`src/rtl/mealy_seq_detector.sv`:
```
`default_nettype none
// ============================================================================
//  Module      : mealy_seq_detector
//  Description : Programmable-pattern Mealy sequence detector on a qualified
//                serial bit stream, with overlapping / non-overlapping
//                detection and a saturating match counter.
//  Revision    : 1.0 - initial release
// ============================================================================
module mealy_seq_detector #(
    parameter int LEN   = 4,    // pattern length, 2..16
    parameter int CNT_W = 8     // match counter width
) (
    input  logic                     Clock,
    input  logic                     Reset,
    input  logic                     w,
    input  logic                     en,
    input  logic                     cfg_load,
    input  logic [LEN-1:0]           cfg_pattern,
    input  logic                     cfg_overlap,
    input  logic                     clr_count,
    output logic                     z,
    output logic [CNT_W-1:0]         match_count,
    output logic [$clog2(LEN)-1:0]   fill,
    output logic                     armed
);

    localparam int FILL_W = $clog2(LEN);
    localparam logic [FILL_W-1:0] C_FILL_MAX = FILL_W'(LEN - 1);
    localparam logic [CNT_W-1:0]  C_CNT_MAX  = {CNT_W{1'b1}};

    typedef enum logic [0:0] {
        ST_UNCFG = 1'b0,
        ST_RUN   = 1'b1
    } state_t;

    state_t              state_q, state_d;
    logic [LEN-1:0]      pat_q,   pat_d;
    logic                ovl_q,   ovl_d;
    logic [LEN-2:0]      hist_q,  hist_d;
    logic [FILL_W-1:0]   fill_q,  fill_d;
    logic [CNT_W-1:0]    count_q, count_d;
    logic                armed_q, armed_d;

    // History with the current bit appended; bit 0 is the newest sample.
    logic [LEN-1:0]      w_window;
    logic                w_accept;
    logic                w_match;

    // Match decode: a full history plus the live bit equal to the pattern.
    always_comb begin
        w_window = {hist_q, w};
        w_accept = (state_q == ST_RUN) && en && !cfg_load;
        w_match  = w_accept && (fill_q == C_FILL_MAX) && (w_window == pat_q);
    end

    // Next-state: configuration load dominates sample acceptance.
    always_comb begin
        state_d = state_q;
        pat_d   = pat_q;
        ovl_d   = ovl_q;
        hist_d  = hist_q;
        fill_d  = fill_q;
        armed_d = armed_q;
        count_d = count_q;

        if (cfg_load) begin
            state_d = ST_RUN;
            pat_d   = cfg_pattern;
            ovl_d   = cfg_overlap;
            hist_d  = '0;
            fill_d  = '0;
            armed_d = 1'b1;
        end else if (w_accept) begin
            hist_d = w_window[LEN-2:0];
            if (w_match) begin
                // Non-overlapping restarts the fill so LEN fresh bits are needed.
                fill_d = ovl_q ? C_FILL_MAX : '0;
            end else if (fill_q != C_FILL_MAX) begin
                fill_d = fill_q + 1'b1;
            end
        end

        // Clear wins over a same-cycle increment.
        if (clr_count) begin
            count_d = '0;
        end else if (w_match && (count_q != C_CNT_MAX)) begin
            count_d = count_q + 1'b1;
        end
    end

    // State register with synchronous reset.
    always_ff @(posedge Clock) begin
        if (Reset) begin
            state_q <= ST_UNCFG;
            pat_q   <= '0;
            ovl_q   <= 1'b0;
            hist_q  <= '0;
            fill_q  <= '0;
            count_q <= '0;
            armed_q <= 1'b0;
        end else begin
            state_q <= state_d;
            pat_q   <= pat_d;
            ovl_q   <= ovl_d;
            hist_q  <= hist_d;
            fill_q  <= fill_d;
            count_q <= count_d;
            armed_q <= armed_d;
        end
    end

    assign z           = w_match;
    assign match_count = count_q;
    assign fill        = fill_q;
    assign armed       = armed_q;

endmodule
`default_nettype wire

```
`config.mk`:
```
export PLATFORM = sky130hd
export DESIGN_NAME = mealy_seq_detector
export DESIGN_NICKNAME = d
export VERILOG_FILES = /design/src/rtl/mealy_seq_detector.sv
export SDC_FILE = /design/constraint.sdc
export NUM_CORES = 1
export LEC_CHECK = 0
export CORE_MARGIN = 2
export CORE_UTILIZATION = 38
export DETAILED_ROUTE_END_ITERATION = 7
export PLACE_DENSITY = 0.65
export SETUP_SLACK_MARGIN = 0.3
export SLEW_MARGIN = 10
export SYNTH_ARGS = -nofsm -noshare
export SYNTH_HDL_FRONTEND = slang
export SYNTH_SLANG_ARGS = --single-unit
export TNS_END_PERCENT = 50
```
`constraint.sdc`:
```
create_clock -name Clock -period 2.1 [get_ports Clock]
set_input_delay 0.525 -clock Clock [delete_from_list [all_inputs] [get_ports Clock]]
set_output_delay 0.525 -clock Clock [all_outputs]
set_load 0.01 [all_outputs]
```
==> results.md, run 1 <==
* Met3 global-route usage at 0.0259
* Met2 Use GR at 0.253
* Detailed-route wire length at 1.78 mm
* Outcome: completed
* Syn Nets at 103
* CTS Root Cell: clkbuf_4
* TritonCTS Buffers at 3
* Final hold viol count at 0
* Clock power share at 0.288
* Hold Crit Start: pat_q[3]
* HP Class: reg2reg
* Worst path arrival time at 1.54 ns
* Routed len/inst at 11.6 um
* Vias at 766
* Die W at 51.8 um
* # DRC at 0
* Place WS at -0.803 ns
* Period utilization at 0.986
* Worst VDD drop at 376 uV
* Worst relative slew slack at 0.702
* Post-layout min period at 2.07 ns
* CP max FO at 2
* Detail Placement HPWL at 1.29 mm
* Die extent in y at 51.8 um
* Net Sw Frac at 0.248
* Placed Area at 0.00121 mm2
* Lkg Pwr at 0.602 nW
* Syn Area/Cell at 9.66 um2
* Core Region at 0.00219 mm2
* Met1 usage in global routing at 0.186
* Vias in the first global route at 742
* Clk sinks at 19
* DRT iter0 DRCs at 6
* Area growth syn-to-layout at 54.2%
* Row Count at 17
* Core Util, Final at 0.612
* Die footprint at 0.00269 mm2
* Worst hold stages at 2
* Cells after DPL at 147
* Seq pwr share at 0.579
* Critical Path RT at 1.57 ns
* Pwr Density at 480 mW/mm2
* Post-route ant nets at 0
* Num ports at 23
* Slew @ Worst Pin at 0.446 ns
* FF+latch count, synth at 19
* Largest net degree at the start of global routing at 13
* Vias per cell at 5.01
* Number of port buffers at 22
* Worst reg2reg setup slack at 0.17 ns
* Post-synth top area share at 0.437
* Mapped Area at 870 um2
* GP Congestion at 0.712
* Layout cells sized above 1 at 0.336
* Clock Tree Buf Depth at 2
* Clk slew on worst S/H paths at 0.11 ns
* Mapped Cells at 90
* Initial Utilization at 0.397
* Initial antenna violation count at 0
* Final std cells w/o fill at 153
* Skew-Pair Late Insertion Delay at 0.29 ns
* Fmax at 0.483 GHz
* TritonCTS clock tree: done
* Gr ovfl total at 0
* Yosys cell types at 26
* Post-synthesis async set-or-reset flop share at 0
* Combinational cell fraction of total power at 0.132
* Antenna Cells at 0
* Setup crit end kind: primary output
* Gr busiest metal: met2
* Commonest cells in the netlist: 19 x dfxtp_1, 13 x nor2_1, 10 x mux2i_1
* Synth Warn # at 0
* Finished Cell Area at 0.00134 mm2
* Hold EP: pat_q[3]
* Layout Nets at 139
* Hold_ws at 0.528 ns
* Top-count cell post-synth: dfxtp_1
* Cts hold-fix bufs at 0
* Main synth FF type: dfxtp_1
* H-tree depth at 1
* P_sw at 0.159 mW
* Area leader, netlist: dfxtp_1
* Leading post-synthesis cells by cell area: dfxtp_1 44%, mux2i_1 12%, xnor2_1 7.1%
* Clock skew at 0.00571 ns
* Internal cell power at 0.485 mW
* Number of synthesized flops with an enable pin at 0
* Startpoint Class: flip-flop
* Final WS setup at 0.0302 ns
* Max-slew violations at 0
* Drt pass-1 iters at 4
* First-pass GRT wire length at 3.02 mm
* RSZ-0062 raised after global routing: true
* Global Route Usage Sum at 0.147
* R2r startpoint: hist_q[2]
* Worst R2R End: match_count[7]
* Critical setup path kind: reg2out
* R2R cell count at 7
* Max-cap violations at 0
* Post-synthesis sequential area ratio at 0.437
* Final setup fails at 0
==> routing by layer <==
| layer | share of wire | wire length, um | vias to the layer above |
|---|---|---|---|
| met5 | 0 | 0 | - |
| met2 | 0.50 | 893 | 17 |
| li1 | - | - | 393 |
| met1 | 0.46 | 813 | 356 |
| met4 | 0 | 0 | 0 |
| met3 | 0.040 | 71 | 0 |
==> worst max path at each step <==
stage / start / end / slack, ns
final: hist_q[2] / z / 0.03
after global routing: hist_q[2] / z / -0.02
after CTS: hist_q[2] / z / 0.007
after detailed placement: en / z / -0.80
after global placement: en / z / -0.80
after floorplan: en / z / 0.20
==> timing repair <==
action,CTS,global route
gates resized for setup,19,22
buffers inserted,2,0
setup endpoints to repair,19,18
pin swaps,8,11
hold endpoints to repair,0,0
==> state kept, by name, summed over array words and instances, names as in the netlist <==
name / count
fill: 2
pat_q: 4
ovl_q: 1
armed: 1
match_count: 8
hist_q: 3
==> power by group through the flow <==
stage,clock network [mW],registers [mW],logic (mW)
2_1_floorplan,0,0.383,0.0347
3_3_place_gp,0,0.383,0.0751
3_5_place_dp,0,0.383,0.0763
4_1_cts,0.194,0.375,0.0861
5_1_grt,0.210,0.374,0.0935
6_report,0.186,0.373,0.0853
==> kinds of logic after synthesis <==
group                    synth area share
AO/OA/AOI/OAI                      0.0547
XOR/XNOR                           0.0907
adder cells (fa/ha/maj)            0.0288
buffers and inverters              0.0216
flip-flops                          0.437
multiplexers                        0.115
AND/OR/NAND/NOR                     0.252
==> critical path, cell delays in order (launching register included) <==
cell and delay (ns):
dfxtp_2 0.34, xor2_1 0.16, or4b_4 0.51, nor2_4 0.14, buf_6 0.11
==> stage by stage <==
stage / setup TNS, ns / power [mW]
after global placement: -4.29 / 0.458
after detailed placement: -4.49 / 0.460
after global routing: -0.0221 / 0.677
final: 0 / 0.644
after CTS: 0 / 0.655
after floorplan: 0 / 0.418
==> layout make-up <==
class                   instances  area (um2)
well taps                      28        35.0
inverters                       2        7.51
clock inverters                 1        5.00
fillers                       185         850
flip-flops and latches         19         399
multi-input cells              66         541
repair buffers                 34         332
clock buffers                   3        22.5
==> placed cells by master, fill, tap and decap left out <==
cell and n:
nor2_1 12, clkdlybuf4s50_1 12, mux2i_1 10, dfxtp_2 9
buf_4 9, dfxtp_1 8, xnor2_1 7, nor3_1 6
dlymetal6s2s_1 6, buf_6 4, a21oi_1 3, nand3_1 3
nand4_1 3, clkbuf_4 3, xor2_1 2, and3_1 2
inv_1 2, nor4_4 2, a31o_2 2, ha_1 2
dfxtp_4 2, nand3_2 1, nand2_8 1, or4b_4 1
nor2_4 1, or2_2 1, and4_1 1, nor2_2 1
or3b_2 1, a22oi_1 1, a211oi_1 1, nor4b_4 1
nor3_4 1, clkinv_2 1, dlygate4sd2_1 1, clkdlybuf4s15_1 1
buf_2 1
No activity file was read; power rests on OpenSTA's default activity.
==> inputs of run 2 (changes only) <==
- ABC_AREA: unset -> 1
- PLACE_DENSITY: 0.65 -> unset
==> results.md, run 2 <==
* Outcome: completed
* Sum of negative setup slack at 0 ns (unchanged)
* Detail Placement HPWL at 1.67 mm (+30%)
* Max-cap violations at 0 (unchanged)
* Detailed-route wire length at 2.43 mm (+37%)
* Layout Nets at 203 (+46%)
* Startpoint Class: flip-flop
* Worst relative slew slack at 0.722 (+0.0199)
* Critical Path RT at 1.57 ns (about the same)
* Clock skew at 0.0106 ns (+0.00489 ns)
* Vias in the first global route at 947 (+28%)
* Global Route Usage Sum at 0.154 (+0.00722)
* Post-route ant nets at 0 (unchanged)
* Worst hold stages at 2 (unchanged)
* Most frequent cells in the layout: 45 x nand2_1, 18 x nor2_1, 17 x clkdlybuf4s50_1
* Final hold viol count at 0 (unchanged)
* FF+latch count, synth at 19 (unchanged)
* Vias at 1,051 (+37%)
* WP depth at 1 (-3)
* Mapped Cells at 150 (+67%)
* Worst VDD drop at 340 uV (-9.5%)
* Leading post-synthesis cells by cell area: dfxtp_1 37%, nand2_1 17%, inv_1 6.7%
* Final setup fails at 0 (unchanged)
* Slew @ Worst Pin at 0.415 ns (-0.0310 ns)
* R2r startpoint: armed
* Yosys cell types at 23 (-12%)
* Vias per cell at 4.80 (-4.1%)
* Clock Tree Buf Depth at 2 (unchanged)
* Top-count cell post-synth: nand2_1
* Layout cells sized above 1 at 0.280 (-0.0556)
* H-tree depth at 1 (unchanged)
* Clk sinks at 19 (unchanged)
* Finished Cell Area at 0.00146 mm2 (+8.6%)
* Core Region at 0.00250 mm2 (+14%)
* Main synth FF type: dfxtp_1
* Commonest cells in the netlist: 47 x nand2_1, 19 x dfxtp_1, 18 x inv_1, 18 x nor2_1, 10 x a21oi_1
* Post-synthesis sequential area ratio at 0.375 (-0.0626)
* Post-layout min period at 1.81 ns (-0.265 ns)
* Row Count at 18 (+1)
* Initial antenna violation count at 0 (unchanged)
* Number of synthesized flops with an enable pin at 0 (unchanged)
* Critical setup path kind: reg2out
* Initial Utilization at 0.406 (+0.00899)
* Number of port buffers at 22 (unchanged)
* CTS Root Cell: clkbuf_4
* Post-synthesis async set-or-reset flop share at 0 (unchanged)
* DRT iter0 DRCs at 20 (+14)
* CP Cell Sequence: clkdlybuf4s50_1
* RSZ-0062 raised after global routing: true
* Period utilization at 0.860 (-0.126)
* Die W at 55.7 um (+7.4%)
* TritonCTS clock tree: done
* R2R cell count at 12 (+5)
* GP Congestion at 0.835 (+17%)
* Placed Area at 0.00131 mm2 (+7.8%)
* Lkg Pwr at 0.632 nW (+4.9%)
* Setup crit end kind: primary output
* Die extent in y at 55.7 um (+7.4%)
* Crit-path leading delay family: buffers and inverters
* Max-slew violations at 0 (unchanged)
* Pwr Density at 449 mW/mm2 (-6.5%)
* Slowest CP cell: clkdlybuf4s50_1
* Syn Nets at 163 (+58%)
* Antenna Cells at 0 (unchanged)
* Slowest stage delay, CP at 0.56 ns (+0.05 ns)
* Synth Warn # at 0 (unchanged)
* Drt pass-1 iters at 4 (unchanged)
* Area leader, netlist: dfxtp_1
* CP bufs+invs at 1 (unchanged)
* Mapped Area at 0.00101 mm2 (+17%)
* Commonest non-fill, non-tap cell in the layout: nand2_1
* Gr ovfl total at 0 (unchanged)
* Largest net degree at the start of global routing at 12 (-1)
* Worst reg2reg setup slack at 0.32 ns (+0.15 ns)
* # DRC at 0 (unchanged)
* HP Class: reg2reg
* First-pass GRT wire length at 3.80 mm (+26%)
* Routed len/inst at 11.1 um (-4.5%)
* TritonCTS Buffers at 3 (unchanged)
* CP Launch Point: match_count[3]
* Clk slew on worst S/H paths at 0.12 ns (about the same)
* Num ports at 23 (unchanged)
* Max FFs per register at 8 (unchanged)
* Die footprint at 0.00310 mm2 (+15%)
* Post-synth top area share at 0.375 (-0.0626)
* Skew-Pair Late Insertion Delay at 0.31 ns (+0.02 ns)
* Hold Crit Start: pat_q[1]
* Area growth syn-to-layout at 43.5%
* Fmax at 0.554 GHz (+15%)
* Core Util, Final at 0.583 (-0.0296)
* Syn Area/Cell at 6.76 um2 (-30%)
* Worst path arrival time at 1.28 ns (-0.26 ns)
* CP max FO at 5 (+3)
## run 2: cell count changes in the layout (fill, tap and decap cells not counted), moves of 5 or more
cell / before / now
xnor2_1: 7 / 0
clkdlybuf4s50_1: 12 / 17
nor3_1: 6 / 1
nand2_1: 0 / 45
dlymetal6s2s_1: 6 / 1
nor2_1: 12 / 18
a21oi_1: 3 / 9
mux2i_1: 10 / 0
inv_1: 2 / 15
## run 2: path summary, 6_finish.rpt
path / to
worst min register to register: pat_q[1]
worst max register to register: hist_q[2]
worst max-delay path: match_count[3]
worst min-delay path: pat_q[1]
## run 2: area by class of cell
class,instances,area (um2)
Sequential cell,19,400
Tap cell,30,37.5
Fill cell,242,1040
Clock buffer,3,22.5
Multi-Input combinational cell,111,594
Clock inverter,1,5.00
Timing Repair Buffer,36,325
Inverter,19,71.3
## run 2: report_power, final
part / total (mW) / switching [mW] / internal (mW)
sequential: 0.376 / 0.00774 / 0.368
combinational: 0.0889 / 0.0421 / 0.0468
clock: 0.189 / 0.118 / 0.0711
## run 2: per-stage QoR
stage	instances	power, mW	setup WS, ns	hold slack [ns]
final	219	0.654	0.295	0.472
after global routing	219	0.686	0.243	0.495
after CTS	219	0.655	0.236	0.486
after detailed placement	207	0.455	-0.482	0.469
after global placement	207	0.454	-0.474	0.463
after floorplan	150	0.418	0.460	0.438
## run 2: worst min-delay path, delay by kind of cell (launching register included)
kind,cells,cell delay (ns)
flops,1,0.34
buf+inv,1,0.05
compound gates,1,0.05
## run 2: per-layer routing
metal / up-vias / track usage / part of all wire / wire, um
met2: 22 / 0.279 / 0.50 / 1200
met3: 9 / 0.0256 / 0.036 / 87
met1: 461 / 0.163 / 0.43 / 1060
met5: - / 0 / 0 / 0
li1: 559 / - / - / -
met4: 0 / 0.0976 / 0.034 / 82
## run 2: cells by family after synthesis
| group | share of synthesized area |
|---|---|
| AND/OR/NAND/NOR | 0.406 |
| AO/OA/AOI/OAI | 0.109 |
| buffers and inverters | 0.0777 |
| flip-flops | 0.375 |
| adder cells (fa/ha/maj) | 0.0247 |
| XOR/XNOR | 0.00863 |
## run 2: what timing repair did
item,in CTS,in global routing
resized for setup,14,33
endpoints found under the setup margin,9,10
pin swaps,5,7
hold buffers,0,0
hold endpoints to repair,0,0
buffers inserted,8,0
==> inputs of run 3 (changes only) <==
- RECOVER_POWER: unset -> 50
==> results.md, run 3 (same netlist as run 2, synthesis figures left out) <==
* Outcome: completed
* Antenna Cells at 0 (unchanged)
* Commonest non-fill, non-tap cell in the layout: nand2_1
* Skew-Pair Late Insertion Delay at 0.31 ns (about the same)
* Clock power share at 0.290 (about the same)
* H-tree depth at 1 (unchanged)
* Die footprint at 0.00310 mm2 (unchanged)
* TritonCTS clock tree: done
* Number of port buffers at 22 (unchanged)
* Slew @ Worst Pin at 0.416 ns (+0.000523 ns)
* P_sw at 0.167 mW (-0.30%)
* Total power at 0.652 mW (-0.27%)
* Final std cells w/o fill at 219 (unchanged)
* Initial antenna violation count at 0 (unchanged)
* CP bufs+invs at 1 (unchanged)
* Final setup fails at 0 (unchanged)
* Die W at 55.7 um (unchanged)
* Max-slew violations at 0 (unchanged)
* Largest net degree at the start of global routing at 12 (unchanged)
* Vias at 1,037 (-1.3%)
* CP Launch Point: match_count[3]
* Die extent in y at 55.7 um (unchanged)
* CTS Root Cell: clkbuf_4
* Post-route ant nets at 0 (unchanged)
* Worst relative slew slack at 0.722 (about the same)
* Crit-path leading delay family: buffers and inverters
* Clk sinks at 19 (unchanged)
* Finished Cell Area at 0.00143 mm2 (-1.6%)
* Combinational cell fraction of total power at 0.134 (-0.002)
* TritonCTS Buffers at 3 (unchanged)
* Lkg Pwr at 0.607 nW (-3.9%)
* Global Route Usage Sum at 0.154 (unchanged)
* Clock skew at 0.0105 ns (-0.000122 ns)
* Net Sw Frac at 0.256 (about the same)
* Num ports at 23 (unchanged)
* Gr ovfl total at 0 (unchanged)
* Max-cap violations at 0 (unchanged)
* Worst path arrival time at 1.29 ns (about the same)
* First-pass GRT wire length at 3.80 mm (unchanged)
* Critical setup path kind: reg2out
* Clock Tree Buf Depth at 2 (unchanged)
* Max FFs per register at 8 (unchanged)
* Final WS setup at 0.286 ns (-0.00835 ns)
* Worst VDD drop at 339 uV (-0.27%)
* Placed Area at 0.00131 mm2 (unchanged)
* Slowest CP cell: clkdlybuf4s50_1
* Clk slew on worst S/H paths at 0.12 ns (about the same)
* Vias in the first global route at 947 (unchanged)
* Core Util, Final at 0.573 (-0.00951)
* Row Count at 18 (unchanged)
* Area growth syn-to-layout at 41.2%
* Critical Path RT at 1.57 ns (about the same)
* Detail Placement HPWL at 1.67 mm (unchanged)
* Layout cells sized above 1 at 0.259 (-0.0212)
* Most frequent cells in the layout: 46 x nand2_1, 19 x nor2_1, 16 x clkdlybuf4s50_1
* Detailed-route wire length at 2.43 mm (about the same)
* DRT iter0 DRCs at 21 (+5.0%)
* Post-layout min period at 1.81 ns (+0.00835 ns)
* HP Class: reg2reg
* Place WS at -0.482 ns (unchanged)
* R2r startpoint: armed
* Drt pass-1 iters at 4 (unchanged)
* Final hold viol count at 0 (unchanged)
* Hold Crit Start: pat_q[1]
* Internal cell power at 0.485 mW (-0.27%)
* Pwr Density at 455 mW/mm2 (+1.4%)
* GP Congestion at 0.835 (unchanged)
* Vias per cell at 4.74 (-1.3%)
* CP max FO at 5 (unchanged)
* RSZ-0062 raised after global routing: true
* Layout Nets at 203 (unchanged)
* Initial Utilization at 0.406 (unchanged)
* Fillers at 249 (+2.9%)
* Startpoint Class: flip-flop
* # DRC at 0 (unchanged)
* Slowest stage delay, CP at 0.56 ns (about the same)
* Cells after DPL at 207 (unchanged)
* Seq pwr share at 0.576 (about the same)
* Setup crit end kind: primary output
* CP Cell Sequence: clkdlybuf4s50_1
* Period utilization at 0.864 (+0.00398)
* Routed len/inst at 11.1 um (about the same)
* Fmax at 0.551 GHz (-0.46%)
* Core Region at 0.00250 mm2 (unchanged)
==> run 3: final timing paths <==
check                                       to  slack, ns  cells past startpoint
worst max-delay path            match_count[3]       0.29                      1
worst max register to register       hist_q[2]       0.32                     12
worst min register to register        pat_q[1]       0.47                      2
worst min-delay path                  pat_q[1]       0.47                      2
==> run 3: metal layers <==
layer | wire length, um | up-vias | share of wire | track usage
li1 | - | 558 | - | -
met1 | 1060 | 450 | 0.44 | 0.163
met2 | 1200 | 20 | 0.50 | 0.279
met3 | 84 | 9 | 0.035 | 0.0256
met4 | 82 | 0 | 0.034 | 0.0976
met5 | 0 | - | 0 | 0
==> run 3: layout make-up <==
| type | count | area, um2 | area share |
|---|---|---|---|
| Timing Repair Buffer | 36 | 319 | 0.223 |
| Clock buffer | 3 | 22.5 | 0.0157 |
| Tap cell | 30 | 37.5 | 0.0262 |
| Multi-Input combinational cell | 111 | 577 | 0.403 |
| Clock inverter | 1 | 5.00 | 0.00349 |
| Sequential cell | 19 | 400 | 0.279 |
| Inverter | 19 | 71.3 | 0.0498 |
==> run 3: timing repair <==
item                       4_1_cts  5_1_grt
hold endpoints to repair         0        0
cloned                           0        0
gates resized for setup         14       33
hold buffers                     0        0
buffers inserted                 8        0
pin swaps                        5        7
setup endpoints to repair        9       10
==> run 3: power by group through the flow <==
stage	combinational, mW	sequential, mW	clock (mW)
global route	0.0955	0.377	0.211
global placement	0.0715	0.383	0
CTS	0.0816	0.375	0.198
floorplan	0.0358	0.382	0
finish	0.0873	0.376	0.189
detailed placement	0.0719	0.383	0
==> run 3: stage by stage <==
step,setup TNS [ns],hold slack (ns)
after floorplan,0,0.438
after global placement,-0.474,0.463
after detailed placement,-0.482,0.469
after CTS,0,0.486
after global routing,0,0.495
final,0,0.472
